### src/rtl/binary_divider_seq_if.sv
// Handshake and operand/result bundle for the 8-by-4 sequential divider.
// The requester drives start and operands; the divider returns results and status.
interface binary_divider_seq_if;
    logic       start;
    logic [7:0] dividend;
    logic [3:0] divisor;
    logic [7:0] quotient;
    logic [3:0] remainder;
    logic       busy;
    logic       done;
    logic       div_by_zero;

    modport master (
        output start, dividend, divisor,
        input  quotient, remainder, busy, done, div_by_zero
    );

    modport slave (
        input  start, dividend, divisor,
        output quotient, remainder, busy, done, div_by_zero
    );
endinterface

### src/rtl/binary_divider_seq.sv
// Sequential restoring divider: 8-bit dividend by 4-bit divisor, one quotient bit per clock.
// IDLE accepts a request, RUN iterates 8 times MSB first, DONE presents the result for one cycle.
module binary_divider_seq (
    input  logic                  clk,
    input  logic                  rst,
    binary_divider_seq_if.slave   bus
);
    typedef enum logic [1:0] {
        IDLE = 2'd0,
        RUN  = 2'd1,
        DONE = 2'd2
    } state_t;

    state_t     state_reg, state_next;
    logic [7:0] dividend_reg, dividend_next;
    logic [3:0] divisor_reg, divisor_next;
    logic [4:0] p_reg, p_next;
    logic [7:0] q_reg, q_next;
    logic [2:0] count_reg, count_next;
    logic [7:0] quotient_reg, quotient_next;
    logic [3:0] remainder_reg, remainder_next;
    logic       dbz_reg, dbz_next;

    logic [4:0] p_shift;
    logic [4:0] p_sub;
    logic       q_bit;
    logic [4:0] p_step;
    logic [7:0] q_step;

    // One restoring step; the working dividend shifts left so bit 7 is always the next bit.
    always_comb begin
        p_shift = {p_reg[3:0], dividend_reg[7]};
        p_sub   = p_shift - {1'b0, divisor_reg};
        q_bit   = (p_shift >= {1'b0, divisor_reg});
        p_step  = q_bit ? p_sub : p_shift;
        q_step  = {q_reg[6:0], q_bit};
    end

    always_comb begin
        state_next     = state_reg;
        dividend_next  = dividend_reg;
        divisor_next   = divisor_reg;
        p_next         = p_reg;
        q_next         = q_reg;
        count_next     = count_reg;
        quotient_next  = quotient_reg;
        remainder_next = remainder_reg;
        dbz_next       = dbz_reg;

        case (state_reg)
            IDLE: begin
                if (bus.start) begin
                    dividend_next  = bus.dividend;
                    divisor_next   = bus.divisor;
                    p_next         = 5'd0;
                    q_next         = 8'd0;
                    count_next     = 3'd0;
                    remainder_next = 4'd0;
                    if (bus.divisor == 4'd0) begin
                        state_next    = DONE;
                        quotient_next = 8'hFF;
                        dbz_next      = 1'b1;
                    end else begin
                        state_next    = RUN;
                        quotient_next = 8'd0;
                        dbz_next      = 1'b0;
                    end
                end
            end
            RUN: begin
                p_next        = p_step;
                q_next        = q_step;
                dividend_next = {dividend_reg[6:0], 1'b0};
                count_next    = count_reg + 3'd1;
                // Results reach the outputs only on the final step.
                if (count_reg == 3'd7) begin
                    state_next     = DONE;
                    quotient_next  = q_step;
                    remainder_next = p_step[3:0];
                end
            end
            DONE: begin
                state_next = IDLE;
            end
            default: begin
                state_next = IDLE;
            end
        endcase
    end

    always_ff @(posedge clk or posedge rst) begin
        if (rst) begin
            state_reg     <= IDLE;
            dividend_reg  <= 8'd0;
            divisor_reg   <= 4'd0;
            p_reg         <= 5'd0;
            q_reg         <= 8'd0;
            count_reg     <= 3'd0;
            quotient_reg  <= 8'd0;
            remainder_reg <= 4'd0;
            dbz_reg       <= 1'b0;
        end else begin
            state_reg     <= state_next;
            dividend_reg  <= dividend_next;
            divisor_reg   <= divisor_next;
            p_reg         <= p_next;
            q_reg         <= q_next;
            count_reg     <= count_next;
            quotient_reg  <= quotient_next;
            remainder_reg <= remainder_next;
            dbz_reg       <= dbz_next;
        end
    end

    assign bus.quotient    = quotient_reg;
    assign bus.remainder   = remainder_reg;
    assign bus.div_by_zero = dbz_reg;
    assign bus.busy        = (state_reg == RUN);
    assign bus.done        = (state_reg == DONE);
endmodule
### src/flat_wrapper.sv
// flat-port wrapper written by rule: the top's interface ports become plain ports
module binary_divider_seq_flat 
  (clk, rst, bus_start, bus_dividend, bus_divisor, bus_quotient, bus_remainder, bus_busy, bus_done, bus_div_by_zero);
  binary_divider_seq_if bus_i ();
  input  logic clk;
  input  logic rst;
  input wire logic [$bits(bus_i.start)-1:0] bus_start;
  input wire logic [$bits(bus_i.dividend)-1:0] bus_dividend;
  input wire logic [$bits(bus_i.divisor)-1:0] bus_divisor;
  output wire logic [$bits(bus_i.quotient)-1:0] bus_quotient;
  output wire logic [$bits(bus_i.remainder)-1:0] bus_remainder;
  output wire logic [$bits(bus_i.busy)-1:0] bus_busy;
  output wire logic [$bits(bus_i.done)-1:0] bus_done;
  output wire logic [$bits(bus_i.div_by_zero)-1:0] bus_div_by_zero;
  assign bus_i.start = bus_start;
  assign bus_i.dividend = bus_dividend;
  assign bus_i.divisor = bus_divisor;
  assign bus_quotient = bus_i.quotient;
  assign bus_remainder = bus_i.remainder;
  assign bus_busy = bus_i.busy;
  assign bus_done = bus_i.done;
  assign bus_div_by_zero = bus_i.div_by_zero;
  binary_divider_seq u_core (.clk(clk), .rst(rst), .bus(bus_i));
endmodule
### config.mk
export PLATFORM = sky130hd
export DESIGN_NAME = binary_divider_seq_flat
export DESIGN_NICKNAME = d
export VERILOG_FILES = /design/src/rtl/binary_divider_seq_if.sv /design/src/rtl/binary_divider_seq.sv /design/src/flat_wrapper.sv
export SDC_FILE = /design/constraint.sdc
export NUM_CORES = 1
export LEC_CHECK = 0
export BUFFER_PORTS_ARGS = -buffer_cell sky130_fd_sc_hd__clkbuf_2
export CORE_UTILIZATION = 31
export CTS_CLUSTER_SIZE = 40
export DETAILED_ROUTE_END_ITERATION = 12
export HOLD_SLACK_MARGIN = 0.05
export PLACE_DENSITY_LB_ADDON = 0.3
export SLEW_MARGIN = 20
export SYNTH_ARGS = -nofsm -noshare
export SYNTH_HDL_FRONTEND = slang
export SYNTH_SLANG_ARGS = --single-unit
### constraint.sdc
create_clock -name clk -period 3.8 [get_ports clk]
set_input_delay 1.14 -clock clk [delete_from_list [all_inputs] [get_ports clk]]
set_output_delay 1.14 -clock clk [all_outputs]
set_load 0.02 [all_outputs]
Word-level counts from Yosys, hierarchy flattened. Index checks and enable logic that the tools add are counted. W data, S select, Z words.

Input bits: 15. Output and inout bits: 15. Word-level logic and storage cells: 45. Flip-flop bits (word level): 41.

Multiplexer cells: 21. Equality and inequality tests: 5. $add $sub $neg: 2. Magnitude comparators: 1. Reduce and logical (&&, ||, !) cells: 7.

Operators by type and width (count): $mux W8 (4); $pmux W8 S2 (2); $mux W4 (4); $pmux W4 S2 (2); $pmux W7 S2 (1); $mux W7 (1); $mux W2 (3); $pmux W3 S2 (1); $reduce_and A2 Y1 (3); $ge A5 B4 Y1 (1); $logic_not A4 Y1 (1); $pmux W2 S2 (1); $sub A4 B4 Y4 (1); $add A3 B1 Y3 const B (1); $eq A3 B3 Y1 const B (1); $mux W3 (1); $reduce_and A3 Y1 (1); $eq A2 B1 Y1 const B (1); $eq A2 B2 Y1 const B (1); $logic_not A2 Y1 (1); $ne A2 B1 Y1 const B (1); $ne A2 B2 Y1 const B (1); $reduce_bool A2 Y1 (1); $mux W1 (1).

Longest topological paths before layout.
Word-level depth: 4. Depth in mapped cells: 7. Gate-level depth less buffers: 7.

Least setup slack after synthesis. OpenSTA, ideal clock, no wires.

Path kind: register -> output. Start: register u_core.state_reg[1]. End: output bus_busy. Setup slack: 1.710 ns. Buffers on the path: 2. Arrival time: 0.950 ns. Cell stages (with the launch flop): 5. Required time: 2.660 ns. Cell sequence: dfrtp_1 > nand2b_1 > buf_2 > inv_1 > buf_4.

Longest elaborated chain between the ends: 1.

RTL lines: start: declaration (RTL line binary_divider_seq.sv:14) `state_t state_reg, state_next;`; start signal: assignment (RTL line binary_divider_seq.sv:103) `state_reg <= state_next;`; $eq A2 B1 Y1 (RTL line binary_divider_seq.sv:118) `assign bus.busy = (state_reg == RUN);`; end: declaration (RTL line flat_wrapper.sv:12) `output wire logic [$bits(bus_i.busy)-1:0] bus_busy;`.

Every way passes these cells.

Worst setup path in the final report.
Start: register u_core.state_reg[0]. End: output bus_busy.

Same word-level chain as after synthesis.

==> results.json <==
{
  "finalCriticalPeriod_ns": 3.13,
  "drcViolationCount": 0,
  "slowest_stage": "dfrtp_1",
  "cpLargestDelayFamily": "buffers and inverters",
  "hold_buffers": 0,
  "synth_seq_cells": 41,
  "max-vdd-ir-drop_v": 0.000286,
  "p_leak_nw": 1.12,
  "drv_slew": 0,
  "place.gp.congestion": 0.763,
  "maxCapViolCount": 0,
  "drtAntennaViolNets": 0,
  "route.vias.total": 1422,
  "grt_pass1_vias": 1413,
  "max_freq_mhz": 320,
  "core_um2": 5960,
  "final_nets": 243,
  "via_per_inst": 4.79,
  "dieWidth_um": 80.7,
  "tns_ns": 0,
  "numCtsBuffers": 5,
  "period_share_pct": 82.3,
  "clockRootBuffer": "clkbuf_8",
  "max_stage_delay_ns": 0.59,
  "grt_pass1_wl_um": 6850,
  "report.final.hold_viol_count": 0,
  "final_area_um2": 2260,
  "top_level_ports": 30,
  "start_util_pct": 32.3,
  "hpwlAfterDp_um": 2780,
  "cts_max_path_buffers": 2,
  "grt_usage_pct": 14.3,
  "setup_ws_ns": 0.673,
  "cts_tree": "done",
  "dr.pass1.iters": 4,
  "path_cells": "nand2b_1 -> inv_1 -> clkbuf_2",
  "syn_inst": 189,
  "drt_iter0_drc": 130,
  "crit_buf_inv": 2,
  "dpl_cell_area_um2": 2140,
  "total_power_mw": 2.16,
  "gr-total-overflow": 0,
  "finalSetupViolCount": 0,
  "port_buffers": 29,
  "antenna_found_initial": 0,
  "critPathKind": "reg -> out",
  "worstPathRequired_ns": 2.66,
  "grt_max_degree": 42,
  "critPathMaxFanout": 16,
  "antenna_cells": 0,
  "die-area_um2": 6520,
  "wl_um": 3920,
  "die_h_um": 80.7,
  "synth_cell_type_count": 39,
  "ff2ff_setup_slack_ns": 1.87,
  "rsz0062_at_grt": "false",
  "area_delta_synth_final_pct": 17.6,
  "crit_arrival_ns": 1.99,
  "syn_nets": 211,
  "pre_cts_slack_ns": 0.987,
  "min_path_type": "reg -> reg",
  "startpoint_type": "register",
  "yosys_warnings": 0,
  "slew_headroom_pct": 55.1,
  "routedWlPerCell_um": 13.2,
  "cts.sinks": 41,
  "p_per_area_nw_per_um2": 954,
  "row_count": 28,
  "synth_area_um2": 1920,
  "end_kind": "output port",
  "insertion_delay_ns": 0.30,
  "clkTransAtPathRegs_ns": 0.08,
  "postCtsResizedCells": 0,
  "seq_area_frac_synth_pct": 53.4,
  "worst_pin_slew_ns": 0.672,
  "status": "finished clean",
  "post_cts_buffers": 0,
  "drive_above_1_share_pct": 24.8,
  "syn_area_per_cell_um2": 10.2,
  "fin_skew_ns": 0.0104,
  "htreeDepth": 2
}
[cell usage in the layout (no fill, tap or decap), drive strengths merged, types with 2 or more instances in the layout]
master and n:
a21o 2, a21oi 15, a221oi 2, a22o 4, and3b 5, buf 2, clkbuf 34, dfrtp 41
ha 6, inv 10, mux2 4, mux2i 3, nand2 42, nand2b 2, nor2 13, nor4 2
o21ai 21
[worst min-delay path: stages (launching register included)]
cell	delay (ns)
dfrtp_1	0.35
nand2_1	0.06
o21ai_2	0.05
[layout make-up]
cell class / count / area, um2
Clock buffer: 5 / 68.8
Clock inverter: 3 / 46.3
Fill cell: 600 / 3700
Inverter: 10 / 37.5
Multi-Input combinational cell: 132 / 827
Sequential cell: 41 / 1030
Tap cell: 75 / 93.8
Timing Repair Buffer: 31 / 160
[where the power goes]
group | internal, mW | switching (mW) | total (mW)
clock network | 0.197 | 0.161 | 0.357
registers | 0.630 | 0.127 | 0.756
logic | 0.429 | 0.613 | 1.04
total | 1.26 | 0.901 | 2.16
[cell families after synthesis]
| group | count (synthesis) | synth area share, % |
|---|---|---|
| simple gates | 69 | 16.9 |
| compound gates | 48 | 16.5 |
| flops | 41 | 53.4 |
| buf+inv | 16 | 3.58 |
| mux | 7 | 4.30 |
| fa+ha+maj | 7 | 4.95 |
| xor+xnor | 1 | 0.456 |
[metrics by stage]
step / utilization, % / hold slack, ns / cells
floorplan: - / 0.446 / 189
global placement: 36.0 / 0.459 / 289
detailed placement: 36.0 / 0.465 / 289
CTS: 37.9 / 0.487 / 297
global route: 37.9 / 0.511 / 297
finish: 37.9 / 0.484 / 297
[Yosys cell counts (all sizes together)]
| library cell | instances | share of area, % |
|---|---|---|
| nor2b | 1 | 0.33 |
| a21o | 2 | 0.85 |
| nor2 | 13 | 3.1 |
| inv | 10 | 2.0 |
| nand3 | 1 | 0.26 |
| nand2 | 42 | 8.2 |
| clkbuf | 1 | 0.20 |
| and3b | 5 | 2.3 |
| a22o | 4 | 2.3 |
| buf | 5 | 1.4 |
| a31oi | 1 | 0.33 |
| or2 | 1 | 0.33 |
| and3 | 1 | 0.33 |
| o32ai | 1 | 0.46 |
| a221oi | 2 | 0.91 |
| mux2i | 3 | 1.6 |
| mux2 | 4 | 2.7 |
| xnor2 | 1 | 0.46 |
| ha | 6 | 3.9 |
| fa | 1 | 1.0 |
| nor4 | 2 | 0.98 |
| o21ai | 21 | 6.4 |
| nand2b | 2 | 0.78 |
| a21oi | 15 | 4.5 |
| o21bai | 1 | 0.39 |
| dfrtp | 41 | 53 |
| o22ai | 1 | 0.33 |
| and2 | 1 | 0.33 |
[path summary, 6_finish.rpt]
path / startpoint / to / cells past startpoint
setup / recovery: u_core.state_reg[0]$_DFFE_PP0P_ / bus_busy / 3
hold / removal: u_core.bus.remainder[0]$_DFFE_PP0P_ / u_core.bus.remainder[0]$_DFFE_PP0P_ / 2
setup reg to reg: u_core.state_reg[0]$_DFFE_PP0P_ / u_core.bus.remainder[3]$_DFFE_PP0P_ / 4
hold reg to reg: u_core.bus.remainder[0]$_DFFE_PP0P_ / u_core.bus.remainder[0]$_DFFE_PP0P_ / 2
max in group asynchronous: rst / u_core.dividend_reg[6]$_DFFE_PP0P_ / 3
min in group asynchronous: rst / u_core.q_reg[3]$_DFFE_PP0P_ / 3
[layer usage]
layer,GRT usage (%),up-vias,share of wire [%]
li1,-,714,-
met1,18.4,680,46
met2,23.0,23,48
met3,2.81,5,3.4
met4,6.96,0,2.1
met5,0,-,0
(Power assumes the default switching activity.)
